===== config.mk =====
export PLATFORM = sky130hd
export DESIGN_NAME = axi_lite_slave_regs
export DESIGN_NICKNAME = d
export VERILOG_FILES = /design/src/rtl/axi_lite_slave_regs.sv
export SDC_FILE = /design/constraint.sdc
export NUM_CORES = 2
export LEC_CHECK = 0
export ABC_AREA = 1
export CAP_MARGIN = 20
export CORE_MARGIN = 5
export CORE_UTILIZATION = 40
export CTS_CLUSTER_SIZE = 28
export DETAILED_ROUTE_END_ITERATION = 12
export SYNTH_ARGS = -nofsm -noshare
export SYNTH_HDL_FRONTEND = slang
export SYNTH_SLANG_ARGS = --single-unit

===== constraint.sdc =====
create_clock -name clk -period 16.3 [get_ports clk]
set_clock_uncertainty 0.05 [all_clocks]
set_input_delay 4.075 -clock clk [delete_from_list [all_inputs] [get_ports clk]]
set_output_delay 4.075 -clock clk [all_outputs]
set_load 0.01 [all_outputs]

===== src/rtl/axi_lite_slave_regs.sv =====
// AXI4-Lite responder backed by a word-addressed register bank with independent write/read FSMs.
// Optional macro AXIL_STRB_EN enables per-byte write strobes; without it every OKAY write updates the full word.
module axi_lite_slave_regs #(
  parameter int ADDR_WIDTH = 32,
  parameter int DATA_WIDTH = 32,
  parameter int NUM_REGS   = 32
) (
  input  logic                    clk,
  input  logic                    rst,
  input  logic [ADDR_WIDTH-1:0]   awaddr,
  input  logic                    awvalid,
  output logic                    awready,
  input  logic [DATA_WIDTH-1:0]   wdata,
  input  logic [DATA_WIDTH/8-1:0] wstrb,
  input  logic                    wvalid,
  output logic                    wready,
  output logic [1:0]              bresp,
  output logic                    bvalid,
  input  logic                    bready,
  input  logic [ADDR_WIDTH-1:0]   araddr,
  input  logic                    arvalid,
  output logic                    arready,
  output logic [DATA_WIDTH-1:0]   rdata,
  output logic [1:0]              rresp,
  output logic                    rvalid,
  input  logic                    rready
);

  localparam int STRB_W = DATA_WIDTH / 8;
  localparam int IDX_W  = (NUM_REGS > 1) ? $clog2(NUM_REGS) : 1;
  localparam logic [ADDR_WIDTH-1:0] MAP_END = ADDR_WIDTH'(4 * NUM_REGS);
  localparam logic [1:0] RESP_OKAY   = 2'b00;
  localparam logic [1:0] RESP_SLVERR = 2'b10;
  localparam logic [1:0] RESP_DECERR = 2'b11;

  typedef enum logic [1:0] {W_IDLE, W_WAIT_W, W_WAIT_AW, W_RESP} w_state_t;
  typedef enum logic {R_IDLE, R_DATA} r_state_t;

  function automatic logic [1:0] decode(input logic [ADDR_WIDTH-1:0] a);
    if (a[1:0] != 2'b00) return RESP_SLVERR;
    if (a >= MAP_END)    return RESP_DECERR;
    return RESP_OKAY;
  endfunction

  logic [DATA_WIDTH-1:0] regs [NUM_REGS];

  w_state_t              w_state, w_next;
  logic [ADDR_WIDTH-1:0] aw_addr_q, c_addr;
  logic [DATA_WIDTH-1:0] wdata_q, c_data, wr_word;
  logic [STRB_W-1:0]     wstrb_q, c_strb;
  logic [1:0]            bresp_q, c_resp;
  logic [IDX_W-1:0]      c_idx;
  logic                  commit, latch_aw, latch_w;

  // The commit source mixes live channel inputs with whichever half was latched earlier.
  always_comb begin
    w_next   = w_state;
    awready  = 1'b0;
    wready   = 1'b0;
    bvalid   = 1'b0;
    commit   = 1'b0;
    latch_aw = 1'b0;
    latch_w  = 1'b0;
    c_addr   = aw_addr_q;
    c_data   = wdata_q;
    c_strb   = wstrb_q;
    case (w_state)
      W_IDLE: begin
        awready = 1'b1;
        wready  = 1'b1;
        c_addr  = awaddr;
        c_data  = wdata;
        c_strb  = wstrb;
        if (awvalid && wvalid) begin
          commit = 1'b1;
          w_next = W_RESP;
        end else if (awvalid) begin
          latch_aw = 1'b1;
          w_next   = W_WAIT_W;
        end else if (wvalid) begin
          latch_w = 1'b1;
          w_next  = W_WAIT_AW;
        end
      end
      W_WAIT_W: begin
        wready = 1'b1;
        c_data = wdata;
        c_strb = wstrb;
        if (wvalid) begin
          commit = 1'b1;
          w_next = W_RESP;
        end
      end
      W_WAIT_AW: begin
        awready = 1'b1;
        c_addr  = awaddr;
        if (awvalid) begin
          commit = 1'b1;
          w_next = W_RESP;
        end
      end
      default: begin
        bvalid = 1'b1;
        if (bready) w_next = W_IDLE;
      end
    endcase
    if (rst) begin
      awready  = 1'b0;
      wready   = 1'b0;
      bvalid   = 1'b0;
      commit   = 1'b0;
      latch_aw = 1'b0;
      latch_w  = 1'b0;
      w_next   = W_IDLE;
    end
  end

  assign c_resp = decode(c_addr);
  assign c_idx  = c_addr[IDX_W+1:2];

  always_comb begin
    wr_word = c_data;
`ifdef AXIL_STRB_EN
    for (int b = 0; b < STRB_W; b++)
      if (!c_strb[b]) wr_word[8*b +: 8] = regs[c_idx][8*b +: 8];
`endif
  end

`ifndef AXIL_STRB_EN
  logic unused_strb;
  assign unused_strb = ^c_strb;
`endif

  always_ff @(posedge clk) begin
    if (rst) begin
      w_state   <= W_IDLE;
      aw_addr_q <= '0;
      wdata_q   <= '0;
      wstrb_q   <= '0;
      bresp_q   <= RESP_OKAY;
      for (int i = 0; i < NUM_REGS; i++) regs[i] <= '0;
    end else begin
      w_state <= w_next;
      if (latch_aw) aw_addr_q <= awaddr;
      if (latch_w) begin
        wdata_q <= wdata;
        wstrb_q <= wstrb;
      end
      if (commit) begin
        bresp_q <= c_resp;
        if (c_resp == RESP_OKAY) regs[c_idx] <= wr_word;
      end
    end
  end

  r_state_t              r_state, r_next;
  logic [DATA_WIDTH-1:0] rdata_q;
  logic [1:0]            rresp_q, ar_resp;
  logic                  ar_take;

  always_comb begin
    r_next  = r_state;
    arready = 1'b0;
    rvalid  = 1'b0;
    ar_take = 1'b0;
    case (r_state)
      R_IDLE: begin
        arready = 1'b1;
        if (arvalid) begin
          ar_take = 1'b1;
          r_next  = R_DATA;
        end
      end
      default: begin
        rvalid = 1'b1;
        if (rready) r_next = R_IDLE;
      end
    endcase
    if (rst) begin
      arready = 1'b0;
      rvalid  = 1'b0;
      ar_take = 1'b0;
      r_next  = R_IDLE;
    end
  end

  assign ar_resp = decode(araddr);

  // Nonblocking register update means a same-cycle write is not yet visible here.
  always_ff @(posedge clk) begin
    if (rst) begin
      r_state <= R_IDLE;
      rdata_q <= '0;
      rresp_q <= RESP_OKAY;
    end else begin
      r_state <= r_next;
      if (ar_take) begin
        rresp_q <= ar_resp;
        rdata_q <= (ar_resp == RESP_OKAY) ? regs[araddr[IDX_W+1:2]] : '0;
      end
    end
  end

  assign bresp = rst ? 2'b00 : bresp_q;
  assign rresp = rst ? 2'b00 : rresp_q;
  assign rdata = rst ? '0 : rdata_q;

endmodule


# After elaboration in Yosys (flattened, before gate mapping)

Memory sizes are Yosys's and may differ from the RTL's.
Cells that the tools add are included.

Magnitude comparators: 2
Equality and inequality tests: 5
Multiplexer cells: 63
Reductions and logical operators: 12

Operators by type and width:

| cell                                                  | count |
|---|---|
| two-way mux 32 bit                                    | 5 |
| >= comparator 32 x 8 -> 1 bit (second input constant) | 2 |
| two-way mux 1 bit                                     | 39 |
| two-way mux 2 bit                                     | 16 |
| OR reduction 32 bit                                   | 1 |
| zero test 2 bit                                       | 3 |
| case mux 2 bit (3 select lines)                       | 1 |
| two-way mux 5 bit                                     | 1 |
| inequality test 2 bit (second input constant)         | 2 |
| inequality test 4 bit (second input constant)         | 1 |
| AND reduction 4 bit                                   | 1 |
| nonzero test 2 bit                                    | 2 |
| nonzero test 4 bit                                    | 1 |
| OR reduction 2 bit                                    | 2 |
| case mux 1 bit (3 select lines)                       | 1 |
| OR reduction 3 bit                                    | 1 |
| == test 2 x 1 -> 1 bit (second input constant)        | 1 |
| == test 2 bit (second input constant)                 | 1 |
| logical AND 1 bit                                     | 1 |

Memories kept: 1
Bits in registers: 103
Logic and storage cells: 90
Output and inout bits: 41
Bits in writable memories: 1024

Memory list:

| memory | depth | width | rd ports | clocked after Yosys merged registers in | wr ports | line | RTL |
|---|---|---|---|---|---|---|---|
| regs   | 32    | 32    | 1        | 0                                       | 32       | 45   | `logic [DATA_WIDTH-1:0] regs [NUM_REGS];` |

# Longest topological paths before layout

Depth after elaboration: 15
Gate-level depth with buffers: 13
Depth with buffers taken out: 10

# Least setup slack after synthesis

OpenSTA, ideal clock, no wires.

Kind: input -> output
Start: in rst
End: out awready
Setup slack: 7.162 ns
Arrival time: 5.013 ns
Cell stages on the path: 4
Cell sequence: clkbuf_1 -> clkbuf_1 -> buf_1 -> nor2_1

Word-level cells in the longest chain between the ends: 1

RTL lines:

| element           | line | RTL |
|---|---|---|
| start, declared   | 9    | `input logic rst,` |
| two-way mux 1 bit | 107  | `if (rst) begin` |
| end, declared     | 12   | `output logic awready,` |

Every way passes these cells.

# Worst setup path in the final report

Start: in rst
End: out rdata[1]

Word-level cells in the longest chain between the ends: 1

RTL lines:

| element            | line | RTL |
|---|---|---|
| two-way mux 32 bit | 206  | `assign rdata = rst ? '0 : rdata_q;` |
| end, declared      | 23   | `output logic [DATA_WIDTH-1:0] rdata,` |

Every way passes these cells.

==> impl_metrics.tcl <==
set metrics [dict create \
    status "complete, no violations" \
    track_usage 0.2332 \
    synth-edff-count 1024 \
    grt_pass1_wl_um 246600 \
    wl_per_cell_um 23.45 \
    finalMaxSlewViolations 0 \
    post_cts_buffers 0 \
    avgSynthCellArea_sq_um 9.741 \
    cp-start-kind "input pin" \
    slew-limit-headroom 0.1629 \
    first_pass_iters 6 \
    worstMarginPinSlew_ns 1.256 \
    vias 40410 \
    grt_max_degree 203 \
    r2r-start "w_state[0]$_SDFFE_PP0P_" \
    antenna_found_initial 0 \
    cts_tree "yes" \
    utilization 0.4557 \
    drive_gt1_frac 0.08918 \
    fin_crit_sh 0.5902 \
    ys_warn_count 0 \
    route.detailed.drc 0 \
    finalHoldViolCount 0 \
    p_leak_nw 19.98 \
    placed_area_sq_um 55440 \
    dieWidth_um 372.1 \
    postSynthCellCount 5385 \
    core_sq_um 130000 \
    drt.antenna.violating_nets 0 \
    areaGrowthSynthToFinish_pct 12.92 \
    power_density_nw_per_um2 130.5 \
    finalPower_w 0.007730 \
    cp-end-kind "primary output" \
    cts_buffers 117 \
    start_util 0.4035 \
    path_class "input pin to primary output" \
    synthFlopType "edfxtp_1" \
    holdPathStages 2 \
    postCtsResizedCells 0 \
    synthesis.nets 5497 \
    clk_latency_ns 0.70 \
    crit-reg2reg-capture "regs[7][31]$_SDFFCE_PN0P_" \
    cp-startpoint "rst" \
    synth_cell_types 31 \
    hp-start "aw_addr_q[5]$_SDFFE_PP0P_" \
    timing.fmax_mhz 104.0 \
    cts.clk_slew.worst_paths_ns 0.06 \
    nets 5291 \
    io_pins 148 \
    ir_drop_v 0.0001429 \
    synth-seq-cells 1127 \
    final_area_sq_um 59230 \
    r2r_slack_ns 10.91 \
    setup_viol 0 \
    async_flop_share 0 \
    die-area_sq_um 138500 \
    cts_hold_buf 0 \
    synth_area_sq_um 52450 \
    port_buffers 143 \
    cts_max_level 3 \
    rsz0062_at_grt "false" \
    grt_pass1_vias 38870 \
    drt_iter0_drc 4741 \
    tns_ns 0 \
    drv_cap 0 \
    clock_path_buffers 3 \
    totalWireLength_um 164400 \
    cts.sinks 1127 \
    period_minus_slack_ns 9.619 \
    final_common_cell "nand2_1" \
    seq_area_frac_synth 0.6255 \
    grt_overflow_total 0 \
    cp_max_fo 61 \
    hold_path.class "flip-flop to flip-flop" \
    n_antenna_cell 0 \
    crit_required_ns 12.18 \
    chipHeight_um 372.1 \
    arrival_ns 5.49 \
    dp_hpwl_um 81870 \
    fp-row-count 132 \
    holdPathEnd "aw_addr_q[5]$_SDFFE_PP0P_" \
    final_cell_mix "1304 x nand2_1, 1024 x edfxtp_1, 942 x nor3_1, 928 x nand3_1, 145 x nor2_1" \
    gp_congestion 0.7903 \
    r2r_cells 12 \
    root_buffer "clkbuf_16" \
    vias_per_cell 5.764 \
]
==> cell usage after synthesis (2+ instances only) <==
master    number  area (sq um)
nor2_2         4         25.02
ha_1           5         62.56
nand2_1     1308          4910
nand3_1      928          4644
clkbuf_1     391          1468
inv_2          6         22.52
nand4_1        7         43.79
nand2_2        4         25.02
inv_1         80         300.3
buf_2        130         650.6
nor3_1       942          4715
nor3_2        89         890.9
mux2i_1       32         320.3
o21ai_1       14         70.07
o21ai_2        4         35.03
nor2_1       146         548.0
buf_6          2         22.52
buf_1         45         168.9
o31ai_1       16         120.1
nor2_4         2         22.52
buf_4         13         97.59
a21oi_1        9         45.04
dfxtp_1      103          2062
nand3b_1       2         15.01
o21ai_0       74         370.4
edfxtp_1    1024         30750
==> per-stage QoR <==
step	hold WS, ns	std cells	setup WS [ns]
after floorplan	0.3968	5385	7.162
after global placement	0.4075	6799	6.694
after detailed placement	0.4080	6799	6.684
after CTS	0.4229	7009	6.670
after global routing	0.4400	7012	6.580
final	0.4186	7012	6.681
==> routing by layer <==
layer / track usage / vias up / wire (um)
met5: 0 / - / 0
met4: 0.08081 / 0 / 5658
met3: 0.02922 / 252 / 14880
met2: 0.3895 / 1957 / 78160
met1: 0.3151 / 19730 / 65710
li1: - / 18480 / -
==> report_power, final <==
group          leakage [nW]  switching, W  internal [W]
combinational          6.75       0.00147      0.000344
clock                  1.83       0.00113       0.00151
sequential             11.4     0.0000356       0.00325
total                  20.0       0.00263       0.00510
==> worst max-delay path by stage <==
stage                           to  depth (start not counted)
final                     rdata[1]                          4
after global routing      bresp[0]                          4
after CTS                 rdata[1]                          4
after detailed placement  rdata[1]                          4
after global placement    rdata[1]                          4
after floorplan            awready                          4
==> cell type report <==
class | count | area (sq um)
multi-input combinational | 3591 | 17760
inverter | 86 | 346.6
fill | 12110 | 70750
timing repair buffer | 256 | 2426
clock buffer | 144 | 3164
clock inverter | 66 | 538.0
tap | 1742 | 2180
sequential | 1127 | 32810
==> worst max-delay path: stages <==
cell and delay [ns]:
buf_2 0.07, buf_4 0.60, nor2_1 0.17, clkdlybuf4s50_1 0.55
==> sequential cells by signal (all words and copies together), names as in the netlist <==
name and cells:
regs 1024, aw_addr_q 32, rdata_q 32, wdata_q 32
bresp_q 2, rresp_q 2, w_state 2, r_state 1
==> kinds of logic (layout without fill, tap and decap cells) <==
group | count (synthesis) | count (layout) | synth area share
simple gates | 3435 | 3435 | 0.3026
flops | 1127 | 1127 | 0.6255
buf+inv | 667 | 552 | 0.05205
compound gates | 119 | 119 | 0.01252
mux | 32 | 32 | 0.006107
fa+ha+maj | 5 | 5 | 0.001193
(Power assumes the default switching activity.)
